## src/rtl/fetch_unit.sv

```systemverilog
// Instruction fetch stage: PC, imem req/ready handshake, captured word for the decoder, jump/branch redirect.
// Optional FETCH_ALIGN_CHECK_EN: misaligned redirect raises sticky fetch_fault and halts fetching.
module fetch_unit #(
  parameter int            AW       = 32,
  parameter logic [AW-1:0] RESET_PC = '0
) (
  input  logic          clk,
  input  logic          rst_n,
  output logic          imem_req,
  output logic [AW-1:0] imem_addr,
  input  logic          imem_ready,
  input  logic [31:0]   imem_rdata,
  output logic [31:0]   instr,
  output logic [5:0]    op,
  output logic [5:0]    funct,
  output logic          instr_valid,
  output logic [AW-1:0] pc,
  output logic [AW-1:0] pc_plus4,
  input  logic          stall,
  input  logic          jump,
  input  logic [25:0]   jump_index,
  input  logic          branch_taken,
  input  logic [AW-1:0] branch_target,
  output logic          fetch_fault
);

  typedef enum logic [1:0] {S_IDLE, S_REQ, S_VALID, S_HALT} state_e;

  state_e        state_q, state_d;
  logic [AW-1:0] fetch_pc_q, fetch_pc_d;
  logic [AW-1:0] pc_q, pc_d;
  logic [31:0]   instr_q, instr_d;
  logic          valid_q, valid_d;
  logic          fault_q, fault_d;
  logic [AW-1:0] redirect_pc;

  always_ff @(posedge clk or negedge rst_n) begin
    if (!rst_n) begin
      state_q    <= S_IDLE;
      fetch_pc_q <= RESET_PC;
      pc_q       <= RESET_PC;
      instr_q    <= '0;
      valid_q    <= 1'b0;
      fault_q    <= 1'b0;
    end else begin
      state_q    <= state_d;
      fetch_pc_q <= fetch_pc_d;
      pc_q       <= pc_d;
      instr_q    <= instr_d;
      valid_q    <= valid_d;
      fault_q    <= fault_d;
    end
  end

  assign pc_plus4 = pc_q + AW'(4);

  // Jump beats branch when both are asserted for the same word.
  assign redirect_pc = jump         ? {pc_plus4[AW-1:28], jump_index, 2'b00} :
                       branch_taken ? branch_target : pc_plus4;

  always_comb begin
    state_d    = state_q;
    fetch_pc_d = fetch_pc_q;
    pc_d       = pc_q;
    instr_d    = instr_q;
    valid_d    = valid_q;
    fault_d    = fault_q;
    unique case (state_q)
      S_IDLE: state_d = S_REQ;
      S_REQ: begin
        if (imem_ready) begin
          instr_d = imem_rdata;
          pc_d    = fetch_pc_q;
          valid_d = 1'b1;
          state_d = S_VALID;
        end
      end
      S_VALID: begin
        if (!stall) begin
          valid_d = 1'b0;
`ifdef FETCH_ALIGN_CHECK_EN
          if (redirect_pc[1:0] != 2'b00) begin
            fault_d = 1'b1;
            state_d = S_HALT;
          end else begin
            fetch_pc_d = redirect_pc;
            state_d    = S_REQ;
          end
`else
          fetch_pc_d = redirect_pc & ~AW'(3);
          state_d    = S_REQ;
`endif
        end
      end
      S_HALT: valid_d = 1'b0;
      default: state_d = S_IDLE;
    endcase
  end

  // Request is a decode of the registered state, so it drops as soon as reset asserts.
  assign imem_req    = (state_q == S_REQ);
  assign imem_addr   = fetch_pc_q;
  assign instr       = instr_q;
  assign op          = instr_q[31:26];
  assign funct       = instr_q[5:0];
  assign instr_valid = valid_q;
  assign pc          = pc_q;
  assign fetch_fault = fault_q;

endmodule

```

## config.mk

```make
export PLATFORM = sky130hd
export DESIGN_NAME = fetch_unit
export DESIGN_NICKNAME = d
export VERILOG_FILES = /design/src/rtl/fetch_unit.sv
export SDC_FILE = /design/constraint.sdc
export NUM_CORES = 1
export LEC_CHECK = 0
export BUFFER_PORTS_ARGS = -buffer_cell sky130_fd_sc_hd__buf_4
export CAP_MARGIN = 20
export CORE_MARGIN = 2
export CORE_UTILIZATION = 42
export DETAILED_ROUTE_END_ITERATION = 8
export PLACE_DENSITY = 0.78
export SLEW_MARGIN = 40
export SYNTH_ARGS = -nofsm -noshare
export SYNTH_HDL_FRONTEND = slang
export SYNTH_SLANG_ARGS = --single-unit
```

## constraint.sdc

```tcl
create_clock -name clk -period 2 [get_ports clk]
set_clock_uncertainty 0.2 [all_clocks]
set_input_delay 0.1 -clock clk [delete_from_list [all_inputs] [get_ports clk]]
set_output_delay 0.1 -clock clk [all_outputs]
set_load 0.05 [all_outputs]
```

==> flow_summary.yaml <==
run_status:
  status: "finished, violations left"
  violations: "negative setup slack"
drt:
  wl_met2_mm: 9.912
  met3_length_mm: 1.273
  drt-met1-wl_mm: 6.729
  viasPerCell: 5.337
  routed-via-count: 5065
  totalWireLength_mm: 18.65
  drcViolationCount: 0
  wl_per_cell_microns: 19.65
  drt_iter0_markers: 241
  highest_layer: "met4"
  drtPass1Iterations: 5
  drtAntennaViolNets: 0
synthesis:
  synth.distinct_cells: 41
  async_reset_ff_share_pct: 100.0
  yosys_warnings: 0
  synth_cells: 414
  synth-edff-count: 0
  synth_seq_area_share_pct: 50.48
  ys_ff_latch: 95
  syn-cell-area_sq_mm: 0.004710
  synth_top_flop_cell: "dfrtp_1"
  syn_area_per_cell_sq_um: 11.38
critical_path:
  critPathSlowestCell: "dfrtp_2"
  critPathBufInv: 3
  setup.worst_path.start: "pc[20]"
  r2r_start: "pc[20]"
  crit_fanout: 7
  path_class: "reg2out"
  cp.arrival_ns: 2.15
  cp-end-kind: "primary output"
  cp_top_family: "simple AND/OR/NAND/NOR gates"
  required_ns: 1.70
  crit_path_start_kind: "register"
  cpPeakStageDelay_ns: 0.37
  path_cells: "nand4_1 -> nor4_4 -> buf_6 -> nand4_1 -> xnor2_4 -> buf_6 -> buf_12"
sta:
  rsz0062_at_grt: "true"
  fin_crit_sh_pct: 122.5
  finalSetupViolCount: 30
  fin_crit_ns: 2.450
  fin_ws_ns: -0.4498
  slew_viol_final: 0
  hold_viol_final: 0
  fin_hold_ws_ns: 0.06213
  fmax_mhz: 408.2
finish:
  area_growth_pct: 95.48
  multi_input_area_sq_mm: 0.002882
  regArea_sq_mm: 0.002409
  n_fill_cell: 544
  nNetsFinal: 899
  final_cell_mix: "265 x buf_4, 94 x dlygate4sd3_1, 74 x dfrtp_1"
  final_common_cell: "buf_4"
  drive_above_1_share_pct: 59.98
  post-route-util_pct: 84.56
power_and_ir_drop:
  max-vdd-ir-drop_mv: 1.513
  p_leak_nw: 4.379
  power_density_mw_per_mm2: 1825
cts:
  cts_root_buf: "clkbuf_8"
  path_clk_slew_ns: 0.09
  cts-buffers-inserted: 9
  cts_tree: "done"
  worst_skew_pair.late_latency_ns: 0.37
  clkSinkCount: 95
  clk_path_buf_depth: 2
  h-tree-depth: 3
global_route:
  grt_overflow: 0
  grt_util_all_layers_pct: 30.53
  grt_max_degree: 42
  grt_pass1_wl_mm: 27.59
  grt_pass1_vias: 5351
  grt_antenna_before_repair: 2
hold_path:
  min_path_type: "in2reg"
  hold_path.startpoint: "branch_target[3]"
floorplan:
  die_area_sq_mm: 0.01208
  ioPinCount: 239
  die_h_microns: 109.9
  initial_core_util_pct: 43.25
  core_area_sq_mm: 0.01089
  die_w_microns: 109.9
  fp-row-count: 38
placement:
  gp_congestion: 0.7997
  dp_hpwl_mm: 11.04
  port_buffers: 229
flow_run:
  maxCapViolCount: 0
## repair_timing
| action | in CTS | in global routing |
|---|---|---|
| setup endpoints to repair | 30 | 39 |
| pin swaps | 27 | 31 |
| buffers inserted | 20 | 18 |
| gates resized for setup | 81 | 25 |
| endpoints found under the hold margin | 160 | 0 |
| hold buffers | 95 | 0 |
## cell type report
type	count	share of cell area [%]
Inverter	4	0.1631
Antenna cell	2	0.05436
Clock inverter	4	0.2446
Tap cell	140	1.903
Multi-Input combinational cell	281	31.30
Timing Repair Buffer	411	38.71
Sequential cell	95	26.16
Clock buffer	12	1.468
## worst paths after layout
check | slack, ns | end | depth (start not counted)
setup / recovery | -0.45 | pc_plus4[31] | 7
hold / removal | 0.06 | imem_addr[3] | 5
setup reg to reg | -0.29 | imem_addr[31] | 7
hold reg to reg | 0.31 | instr[16] | 1
max in group asynchronous | 0.24 | imem_addr[5] | 4
min in group asynchronous | 0.53 | imem_addr[7] | 3
## cell usage after synthesis (all sizes together), types with 9 or more instances
cell type / n / area [sq um]
a21oi: 17 / 85.08
a221oi: 11 / 96.34
mux2: 62 / 698.2
clkbuf: 19 / 71.32
xor2: 10 / 87.58
a31o: 9 / 78.83
o21ai: 11 / 55.05
mux2i: 10 / 100.1
xnor2: 18 / 180.2
nand3: 21 / 105.1
buf: 21 / 151.4
dfrtp: 95 / 2377
nand2: 16 / 60.06
nor2: 38 / 145.1
and3: 9 / 57.56
## logic make-up (layout without fill, tap and decap cells)
kind of cell             Yosys count  in the layout  share of synthesized area (%)
multiplexers                      72             72                          16.95
adder cells (fa/ha/maj)            1              1                         0.2656
buffers and inverters             44            431                          5.048
AO/OA/AOI/OAI                     67             67                          10.10
other                              1              9                        0.07963
XOR/XNOR                          28             28                          5.686
AND/OR/NAND/NOR                  106            106                          11.40
flip-flops                        95             95                          50.48
## worst reg2reg max path: cells and delay by family, from the launching register on
| family | cells | cell delay, ns |
|---|---|---|
| simple gates | 3 | 0.74 |
| flops | 1 | 0.37 |
| buf+inv | 2 | 0.31 |
| compound gates | 1 | 0.35 |
| xor+xnor | 1 | 0.21 |
## flip-flops by register name, indices dropped and copies added, names as in the netlist
register and flops:
imem_addr 30, instr 32, state_q 2, instr_valid 1, pc 30
## per-stage QoR
stage	setup WS (ns)	cell area, sq um	total power [W]	cells	TNS, ns
after floorplan	-0.5061	5187	0.01108	420	-10.97
after global placement	-0.08444	7340	0.01427	806	-0.1350
after detailed placement	-0.1491	7340	0.01443	806	-0.3949
after CTS	-0.4029	8981	0.01624	936	-5.768
after global routing	-0.5004	9206	0.01742	949	-8.909
final	-0.4498	9206	0.01680	949	-6.501
## routing by layer
layer	GRT usage, %	vias to the layer above
li1	-	2260
met1	34.82	2487
met2	53.51	262
met3	7.350	56
met4	14.56	0
met5	0	-
## power breakdown
part	switching, W	internal (W)
clock network	0.000686	0.000449
logic	0.00758	0.00440
registers	0.000777	0.00290
total	0.00904	0.00776
No activity file was read; power rests on OpenSTA's default activity.
